[config.mk]
export PLATFORM = sky130hd
export DESIGN_NAME = io_port_mapper
export DESIGN_NICKNAME = d
export VERILOG_FILES = /design/src/rtl/io_port_pkg.sv /design/src/rtl/io_addr_decoder.sv /design/src/rtl/shift_reg.sv /design/src/rtl/io_port_mapper.sv
export SDC_FILE = /design/constraint.sdc
export NUM_CORES = 1
export LEC_CHECK = 0
export ABC_CLOCK_PERIOD_IN_PS = 3700
export CAP_MARGIN = 10
export CORE_AREA = 4 4 127 129
export DETAILED_ROUTE_END_ITERATION = 10
export DIE_AREA = 0 0 131 133
export PLACE_DENSITY = 0.69
export SYNTH_ARGS = -nofsm -noshare
export SYNTH_HDL_FRONTEND = slang
export SYNTH_SLANG_ARGS = --single-unit
[constraint.sdc]
create_clock -name clock -period 3.7 [get_ports clock]
set_clock_uncertainty 0.1 [all_clocks]
set_input_delay 1.11 -clock clock [delete_from_list [all_inputs] [get_ports clock]]
set_output_delay 1.11 -clock clock [all_outputs]
set_load 0.02 [all_outputs]
[src/rtl/io_port_pkg.sv]
// Shared helpers for the I/O port mapper: address-window decode functions and
// the write delay-line entry type.
package io_port_pkg;

   // Widest port index any instance may use; the delay-line entry carries it.
   localparam int MAX_PORT_IDX_W = 8;

   typedef struct packed {
      logic                      valid;
      logic [MAX_PORT_IDX_W-1:0] idx;
   } wr_entry_t;

   function automatic logic addr_in_window(
      input logic [31:0] addr,
      input logic [31:0] base,
      input logic [31:0] count
   );
      return (addr >= base) && (addr < (base + count));
   endfunction

   function automatic logic [MAX_PORT_IDX_W-1:0] port_index(
      input logic [31:0] addr,
      input logic [31:0] base
   );
      logic [31:0] offset;
      offset = addr - base;
      return offset[MAX_PORT_IDX_W-1:0];
   endfunction

endpackage

[src/rtl/io_addr_decoder.sv]
// Decodes one address against a port window and selects that port's
// Empty/Full bit; the EF bit is forced low for addresses that map to RAM.
module io_addr_decoder
   import io_port_pkg::*;
#(
   parameter int ADDR_WIDTH = 10,
   parameter int PORT_COUNT = 4,
   parameter int BASE_ADDR  = 1020,
   parameter int IDX_WIDTH  = 2
) (
   input  logic [ADDR_WIDTH-1:0] i_addr,
   input  logic [PORT_COUNT-1:0] i_ef,
   output logic                  o_is_io,
   output logic [IDX_WIDTH-1:0]  o_idx,
   output logic                  o_ef_sel
);

   always_comb begin
      o_is_io  = addr_in_window(32'(i_addr), 32'(BASE_ADDR), 32'(PORT_COUNT));
      o_idx    = IDX_WIDTH'(port_index(32'(i_addr), 32'(BASE_ADDR)));
      o_ef_sel = o_is_io & i_ef[o_idx];
   end

endmodule

[src/rtl/shift_reg.sv]
// Generic fixed-depth shift register with synchronous clear; one entry in and
// one entry out per cycle.
module shift_reg #(
   parameter int WIDTH = 1,
   parameter int DEPTH = 1
) (
   input  logic             clock,
   input  logic             reset,
   input  logic [WIDTH-1:0] i_data,
   output logic [WIDTH-1:0] o_data
);

   logic [WIDTH-1:0] r_stage [DEPTH];

   // NOTE: every stage is cleared on reset (not just the head) because entries
   // carry valid bits; a stale entry would fire a write after reset.
   // NOTE: non-blocking assignments let each stage take its predecessor's old
   // value, which is what makes this a shift and not a single copy.
   always_ff @(posedge clock) begin
      if (reset) begin
         for (int i = 0; i < DEPTH; i++) r_stage[i] <= '0;
      end else begin
         r_stage[0] <= i_data;
         for (int i = 1; i < DEPTH; i++) r_stage[i] <= r_stage[i-1];
      end
   end

   assign o_data = r_stage[DEPTH-1];

endmodule

[src/rtl/io_port_mapper.sv]
// Pipelined I/O port mapper for one operand memory: registered readiness and
// one-hot enables, read-path mux, and a write delay line aligned to the ALU.
module io_port_mapper
   import io_port_pkg::*;
#(
   parameter int WORD_WIDTH            = 36,
   parameter int ADDR_WIDTH            = 10,
   parameter int READ_PORT_COUNT       = 4,
   parameter int READ_PORT_BASE_ADDR   = 1020,
   parameter int READ_PORT_ADDR_WIDTH  = 2,
   parameter int WRITE_PORT_COUNT      = 4,
   parameter int WRITE_PORT_BASE_ADDR  = 1020,
   parameter int WRITE_PORT_ADDR_WIDTH = 2,
   parameter int WRITE_DELAY           = 4
) (
   input  logic                                  clock,
   input  logic                                  reset,
   input  logic                                  in_valid,
   input  logic [ADDR_WIDTH-1:0]                 read_addr,
   input  logic [ADDR_WIDTH-1:0]                 write_addr,
   input  logic                                  write_en,
   input  logic [READ_PORT_COUNT-1:0]            read_EF,
   input  logic [WRITE_PORT_COUNT-1:0]           write_EF,
   input  logic [READ_PORT_COUNT*WORD_WIDTH-1:0] read_data_IO,
   input  logic [WORD_WIDTH-1:0]                 read_data_RAM,
   input  logic [WORD_WIDTH-1:0]                 write_data,
   output logic                                  io_ready,
   output logic [READ_PORT_COUNT-1:0]            read_rden,
   output logic [WORD_WIDTH-1:0]                 read_data,
   output logic [WRITE_PORT_COUNT-1:0]           write_wren,
   output logic [WORD_WIDTH-1:0]                 write_data_IO
);

   localparam int DL_DEPTH = WRITE_DELAY - 1;
   localparam int DL_WIDTH = 1 + WRITE_PORT_ADDR_WIDTH;

   logic                             w_rd_io;
   logic [READ_PORT_ADDR_WIDTH-1:0]  w_ri;
   logic                             w_rd_has_data;
   logic                             w_wr_io;
   logic [WRITE_PORT_ADDR_WIDTH-1:0] w_wi;
   logic                             w_wr_full;
   logic                             w_ready;

   logic                             r_io_ready;
   logic [READ_PORT_COUNT-1:0]       r_read_rden;
   logic                             r_rd_io;
   logic [READ_PORT_ADDR_WIDTH-1:0]  r_ri;
   logic                             r_wr_valid;
   logic [WRITE_PORT_ADDR_WIDTH-1:0] r_wi;
   logic [WORD_WIDTH-1:0]            r_read_data;
   logic [WRITE_PORT_COUNT-1:0]      r_write_wren;
   logic [WORD_WIDTH-1:0]            r_write_data_IO;

   logic [DL_WIDTH-1:0]              w_dl_in;
   logic [DL_WIDTH-1:0]              w_dl_out;
   wr_entry_t                        w_head;
   logic [WRITE_PORT_COUNT-1:0]      w_wren_next;
   logic [WORD_WIDTH-1:0]            w_io_word;

   io_addr_decoder #(
      .ADDR_WIDTH (ADDR_WIDTH),
      .PORT_COUNT (READ_PORT_COUNT),
      .BASE_ADDR  (READ_PORT_BASE_ADDR),
      .IDX_WIDTH  (READ_PORT_ADDR_WIDTH)
   ) u_rd_dec (
      .i_addr   (read_addr),
      .i_ef     (read_EF),
      .o_is_io  (w_rd_io),
      .o_idx    (w_ri),
      .o_ef_sel (w_rd_has_data)
   );

   io_addr_decoder #(
      .ADDR_WIDTH (ADDR_WIDTH),
      .PORT_COUNT (WRITE_PORT_COUNT),
      .BASE_ADDR  (WRITE_PORT_BASE_ADDR),
      .IDX_WIDTH  (WRITE_PORT_ADDR_WIDTH)
   ) u_wr_dec (
      .i_addr   (write_addr),
      .i_ef     (write_EF),
      .o_is_io  (w_wr_io),
      .o_idx    (w_wi),
      .o_ef_sel (w_wr_full)
   );

   // A stall on either side annuls the whole instruction.
   assign w_ready = in_valid
                  & (~w_rd_io | w_rd_has_data)
                  & (~(write_en & w_wr_io) | ~w_wr_full);

   always_ff @(posedge clock) begin
      if (reset) begin
         r_io_ready  <= 1'b0;
         r_read_rden <= '0;
         r_rd_io     <= 1'b0;
         r_ri        <= '0;
         r_wr_valid  <= 1'b0;
         r_wi        <= '0;
      end else begin
         r_io_ready  <= w_ready;
         r_read_rden <= (w_ready & w_rd_io) ? (READ_PORT_COUNT'(1) << w_ri) : '0;
         r_rd_io     <= w_rd_io;
         r_ri        <= w_ri;
         r_wr_valid  <= w_ready & write_en & w_wr_io;
         r_wi        <= w_wi;
      end
   end

   assign w_dl_in = {r_wr_valid, r_wi};

   shift_reg #(
      .WIDTH (DL_WIDTH),
      .DEPTH (DL_DEPTH)
   ) u_write_delay (
      .clock  (clock),
      .reset  (reset),
      .i_data (w_dl_in),
      .o_data (w_dl_out)
   );

   // NOTE: every variable gets a default before the conditional so no path
   // leaves it unassigned and no latch is inferred.
   always_comb begin
      w_head       = '0;
      w_head.valid = w_dl_out[DL_WIDTH-1];
      w_head.idx   = MAX_PORT_IDX_W'(w_dl_out[WRITE_PORT_ADDR_WIDTH-1:0]);
      w_wren_next  = '0;
      if (w_head.valid) w_wren_next = WRITE_PORT_COUNT'(1) << w_head.idx;
   end

   assign w_io_word = read_data_IO[int'(r_ri)*WORD_WIDTH +: WORD_WIDTH];

   always_ff @(posedge clock) begin
      if (reset) begin
         r_read_data     <= '0;
         r_write_wren    <= '0;
         r_write_data_IO <= '0;
      end else begin
         r_read_data  <= r_rd_io ? w_io_word : read_data_RAM;
         r_write_wren <= w_wren_next;
         if (w_head.valid) r_write_data_IO <= write_data;
      end
   end

   assign io_ready      = r_io_ready;
   assign read_rden     = r_read_rden;
   assign read_data     = r_read_data;
   assign write_wren    = r_write_wren;
   assign write_data_IO = r_write_data_IO;

endmodule

Yosys cells after proc, flatten, opt, wreduce, memory -nomap -nowiden
Memory sizes are Yosys's and may differ from the RTL's.
Index checks and enable logic that the tools add are counted.
Storage, ports and cells
  register bits: 87
  memory bits (writable): 9
  input port bits: 248
  memories kept: 1
Memories
  u_write_delay.r_stage: depth 3, width 3, read ports 3, clocked after Yosys merged registers in 0, wr ports 3, RTL line shift_reg.sv:13  | logic [WIDTH-1:0] r_stage [DEPTH];
Cells by class
  add/subtract/negate cells: 2
  multiply operators: 1
  $lt $le $gt $ge: 4
  shift operators: 3
  muxes and demuxes: 11
  bitwise operators: 18
  reductions and logical operators: 2
Operator list (count)
  variable part select 144 x 9 -> 36 bit: 1
  2-to-1 mux 36 bit: 1
  >= comparator 10 bit (second input constant): 2
  2-to-1 mux 3 bit: 3
  AND 1 bit: 8
  << shifter 1 x 2 -> 4 bit (first input constant): 2
  less-than comparator 2 x 3 -> 1 bit (second input constant): 2
  multiplier 2 x 4 -> 6 bit (second input constant): 1
  2-to-1 mux 1 bit: 5
  NOT 1 bit: 5
  bitwise OR 1 bit: 5
  binary-select mux 1 bit (select 2 bit): 2
  OR reduction 2 bit: 2
  subtractor 2 x 1 -> 2 bit (second input constant): 2

Longest topological paths before layout
  depth in word-level cells: 10
  mapped depth: 5

Modules after synthesis
From an unflattened synthesis, not the netlist that was laid out.
Unflattened totals
  cell total of the unflattened synthesis: 388
  area total of the unflattened synthesis: 4145.2 sq um
By module, submodules not included
  io_port_mapper: times used 1, cells each 353, area an instance 3763.6 sq um, sequential area each 1741.7 sq um
  shift_reg: times used 1, cells each 21, area an instance 259.0 sq um, sequential area each 180.2 sq um
  io_addr_decoder: times used 2, cells each 7, area an instance 61.3 sq um, sequential area each 0.0 sq um

Least setup slack after synthesis
No wires, ideal clock.
  path type: input to register
  from: in write_addr[0]
  to: reg r_read_rden[1], in the netlist read_rden[1]
  setup time: 0.059 ns
  arrival: 2.024 ns
  path slack: 1.517 ns
  stages: 3
  path buffers: 0
  cell sequence: mux4_2 > a41oi_2 > and3_2
Between the ends
  cells in the longest elaborated chain, start to end: 10
RTL lines
  start, declared: RTL line io_port_mapper.sv:20  | input logic [ADDR_WIDTH-1:0] write_addr,
  subtractor 2 x 1 -> 2 bit: RTL line io_port_pkg.sv:26  | offset = addr - base;
  binary-select mux 1 bit (select 2 bit): RTL line io_addr_decoder.sv:21  | o_ef_sel = o_is_io & i_ef[o_idx];
  2-to-1 mux 1 bit (implied by the code): RTL line io_addr_decoder.sv:21
  AND 1 bit: RTL line io_addr_decoder.sv:21
  NOT 1 bit: RTL line io_port_mapper.sv:90  | & (~(write_en & w_wr_io) | ~w_wr_full);
  bitwise OR 1 bit *: RTL line io_port_mapper.sv:90
  AND 1 bit *: RTL line io_port_mapper.sv:90
  AND 1 bit *: RTL line io_port_mapper.sv:102  | r_read_rden <= (w_ready & w_rd_io) ? (READ_PORT_COUNT'(1) << w_ri) : '0;
  NOT 1 bit (no source line) *
  OR reduction 2 bit (no source line) *
  end signal, assigned: RTL line io_port_mapper.sv:102
  end, declared: RTL line io_port_mapper.sv:46  | logic [READ_PORT_COUNT-1:0] r_read_rden;
Every way passes the cells marked *; elsewhere a longest branch is shown, timed or not. The select of a mux whose other input is x is not followed.
A chain may end at the register's enable or synchronous reset.

Final worst setup path
  from: in read_addr[0]
  to: reg r_io_ready, in the netlist io_ready
Between the ends
  cells in the longest elaborated chain, start to end: 7
RTL lines
  start, declared: RTL line io_port_mapper.sv:19  | input logic [ADDR_WIDTH-1:0] read_addr,
  subtractor 2 x 1 -> 2 bit: RTL line io_port_pkg.sv:26
  binary-select mux 1 bit (select 2 bit): RTL line io_addr_decoder.sv:21
  2-to-1 mux 1 bit (implied by the code): RTL line io_addr_decoder.sv:21
  AND 1 bit: RTL line io_addr_decoder.sv:21
  bitwise OR 1 bit *: RTL line io_port_mapper.sv:89  | & (~w_rd_io | w_rd_has_data)
  AND 1 bit *: RTL line io_port_mapper.sv:89
  AND 1 bit *: RTL line io_port_mapper.sv:90
  end signal, assigned: RTL line io_port_mapper.sv:101  | r_io_ready <= w_ready;
  end, declared: RTL line io_port_mapper.sv:45  | logic r_io_ready;
Marked as above.

==> flow_summary.json <==
{
  "cts_repair_resize_count": 0,
  "post-route-drc-count": 0,
  "place.port_buffers": 328,
  "max_cap_viol_count": 0,
  "post_synth_fa_ha_maj_area_fraction_pct": 0,
  "drive_above_1_share_pct": 9.90,
  "synth_area_in_compound_gates_pct": 0.389,
  "reg2reg_to": "read_data[34]",
  "worst-path-max-fanout": 6,
  "cts-htree-levels": 3,
  "final_period_minus_worst_setup_slack_ns": 2.57,
  "timing.final.crit_share_pct": 69.4,
  "globalRouteTotalUtil_pct": 17.7,
  "ioPinCount": 329,
  "fin_nets": 910,
  "grt_pass1_wl_um": 23100,
  "finalWeightedCongestion": 0.934,
  "synth_top_family_by_area": "multiplexers",
  "powerDensity_nw_per_um2": 309,
  "finalPower_mw": 2.44,
  "post_synth_xor_area_fraction_pct": 0,
  "worst-endpoint-arrival_ns": 2.69,
  "endpoint_kind": "register",
  "report.final.setup_viol": 0,
  "ir_worst_vdd_uv": 251,
  "crit_type": "in -> reg",
  "yosys.cell_types.count": 24,
  "die_w_um": 131,
  "first_pass_iters": 4,
  "max-clock-path-buffers": 2,
  "initial_core_util_pct": 27.8,
  "core.rowCount": 45,
  "yosysSeqAreaShare_pct": 45.9,
  "area.growth.synth_to_final_pct": 88.3,
  "maxSlewHeadroom_pct": 25.8,
  "maximum_number_of_pins_on_one_net_before_global_route_repair": 60,
  "power.leakage_nw": 2.73,
  "detailed_place_hpwl_um": 13000,
  "clockRootBuffer": "sky130_fd_sc_hd__clkbuf_16",
  "detailedRoute.firstIterationViolations": 154,
  "status": "completed",
  "postcts_setup_bufs": 0,
  "post_syn_nets": 592,
  "post_drt_via_cell_ratio": 4.57,
  "post_synth_mux_area_share_pct": 37.7,
  "syn-cell-area_sq_um": 4180,
  "first_global_vias": 4228,
  "synth_simple_gate_area_share_pct": 12.5,
  "hold_end": "u_write_delay.r_stage[0][1]",
  "cts_tree": "done",
  "achievable-frequency_ghz": 0.389,
  "ys_seq_elements": 96,
  "postSynthAreaPerCell_sq_um": 12.2,
  "cts_buffers": 9,
  "clock_latency_ns": 0.34,
  "grt_antenna_before_repair": 1,
  "postRouteAntennaNets": 0,
  "clock-sinks": 96,
  "grt_overflow": 0,
  "start_kind": "primary input",
  "worstHoldPathCells": 1,
  "yosys_warnings": 0,
  "insertedDiodeCount": 0,
  "wirelength_um": 15700,
  "n_fill_cell": 1305,
  "worst-r2r-setup-slack_ns": 1.51,
  "clk_transition_reported_paths_ns": 0.07,
  "totalNegativeSetupSlack_ns": 0,
  "die_height_um": 133,
  "crit-reg2reg-launch": "r_ri[0]",
  "finalMaxSlewViolations": 0,
  "routedWlPerCell_um": 18.4,
  "timing_worst_slew_pin_value_ns": 1.11,
  "report.final.hold_viol_count": 0,
  "post_cts_hold_buffer_count": 0,
  "min_from": "r_wi[1]",
  "reg2reg_depth": 4,
  "dieArea_sq_um": 17400,
  "critPathRequiredTime_ns": 3.82,
  "hold_path.class": "reg -> reg",
  "postSynthCellCount": 344,
  "core_region_area_sq_um": 15000,
  "via_count": 3909,
  "unrepaired_setup_endpoints_after_global_routing": "no"
}
==> cell type report <==
class / instances / area [sq um] / share of cell area (%)
clock buffer: 10 / 229 / 2.91
clock inverter: 6 / 52.6 / 0.667
multi-input combinational: 221 / 2110 / 26.8
sequential: 96 / 1930 / 24.4
tap: 188 / 235 / 2.99
timing repair buffer: 334 / 3320 / 42.2
==> report_power, final <==
group / switching, mW / total, mW / internal (mW) / leakage, nW
sequential: 0.0135 / 1.07 / 1.06 / 0.786
clock: 0.413 / 0.879 / 0.467 / 0.132
combinational: 0.142 / 0.486 / 0.344 / 1.81
total: 0.568 / 2.44 / 1.87 / 2.73
==> synthesized netlist by cell type <==
master	number	share of area, %
sky130_fd_sc_hd__and4_1	3	0.63
sky130_fd_sc_hd__mux2i_1	72	17
sky130_fd_sc_hd__nor2_1	74	6.6
sky130_fd_sc_hd__buf_2	12	1.4
sky130_fd_sc_hd__and2_0	1	0.15
sky130_fd_sc_hd__nor4bb_1	2	0.48
sky130_fd_sc_hd__nor2b_1	15	2.2
sky130_fd_sc_hd__nand4_1	2	0.30
sky130_fd_sc_hd__buf_6	4	1.1
sky130_fd_sc_hd__and3_1	1	0.15
sky130_fd_sc_hd__and3_2	2	0.36
sky130_fd_sc_hd__dfxtp_1	96	46
sky130_fd_sc_hd__and4b_1	1	0.24
sky130_fd_sc_hd__nand2b_1	1	0.15
sky130_fd_sc_hd__buf_1	2	0.18
sky130_fd_sc_hd__clkbuf_2	1	0.12
sky130_fd_sc_hd__a41oi_2	1	0.39
sky130_fd_sc_hd__nor4b_1	2	0.42
sky130_fd_sc_hd__mux4_2	38	20
sky130_fd_sc_hd__nor3_1	3	0.36
sky130_fd_sc_hd__nand3_1	1	0.12
sky130_fd_sc_hd__nor4_1	1	0.15
sky130_fd_sc_hd__nand2_1	1	0.090
sky130_fd_sc_hd__clkbuf_1	8	0.72
==> placed cells by master (no fill, tap or decap), types with 2 or more instances in the layout <==
master	netlist	layout
sky130_fd_sc_hd__and3_2	2	2
sky130_fd_sc_hd__and4_1	3	3
sky130_fd_sc_hd__buf_4	0	6
sky130_fd_sc_hd__clkbuf_16	0	9
sky130_fd_sc_hd__clkdlybuf4s50_1	0	327
sky130_fd_sc_hd__clkinvlp_4	0	2
sky130_fd_sc_hd__dfxtp_1	96	93
sky130_fd_sc_hd__dfxtp_2	0	3
sky130_fd_sc_hd__inv_6	0	2
sky130_fd_sc_hd__mux2i_1	72	72
sky130_fd_sc_hd__mux4_2	38	38
sky130_fd_sc_hd__nand4_1	2	2
sky130_fd_sc_hd__nor2_1	74	74
sky130_fd_sc_hd__nor2b_1	15	15
sky130_fd_sc_hd__nor3_1	3	3
sky130_fd_sc_hd__nor4b_1	2	2
sky130_fd_sc_hd__nor4bb_1	2	2
==> kinds of logic (layout without fill, tap and decap cells) <==
group	after synthesis	after routing
buffers and inverters	27	350
DFF	96	96
muxes	110	110
and+or+nand+nor	110	110
AOI/OAI and AO/OA	1	1
==> through the flow <==
stage | hold WS [ns] | setup WS (ns) | util [%] | cells | instance area (sq um)
6_report | 0.334 | 1.13 | 52.4 | 855 | 7880
5_1_grt | 0.346 | 1.03 | 52.4 | 855 | 7880
4_1_cts | 0.334 | 1.11 | 52.4 | 855 | 7880
3_5_place_dp | 0.323 | 0.781 | 50.5 | 839 | 7600
3_3_place_gp | 0.317 | 0.853 | 50.5 | 839 | 7600
2_1_floorplan | 0.314 | 1.52 | - | 344 | 4180
==> routing by layer <==
metal	vias to the layer above	routed length [um]	share of wire, %	GRT usage [%]
met5	-	11	0.070	0
met4	2	259	1.6	6.00
met3	17	1450	9.2	6.30
met2	192	8140	52	30.9
met1	1823	5860	37	19.6
li1	1875	-	-	-
==> sequential cells by signal (all words and copies together), names as in the netlist <==
name,flops
io_ready,1
r_rd_io,1
r_ri,2
r_wi,2
r_wr_valid,1
read_data,36
read_rden,4
u_write_delay.r_stage,9
write_data_IO,36
write_wren,4
==> how the worst max path moves through the flow <==
stage                        startpoint            to  slack [ns]  cells after the start
after CTS                  read_data[0]  read_data[0]        1.11                      1
final                      read_addr[0]      io_ready        1.13                      4
after detailed placement   read_addr[0]    r_wr_valid        0.78                      4
after floorplan           write_addr[0]  read_rden[1]        1.52                      3
after global placement     read_addr[0]    r_wr_valid        0.85                      4
after global routing       read_addr[0]    r_wr_valid        1.03                      4
==> worst max-delay path, cell delays in order <==
cell and delay [ns]:
sky130_fd_sc_hd__clkdlybuf4s50_1 0.59, sky130_fd_sc_hd__mux4_2 0.58, sky130_fd_sc_hd__nor3_1 0.33, sky130_fd_sc_hd__nor2b_1 0.08
Note: power is estimated with default switching activity, not from simulation.
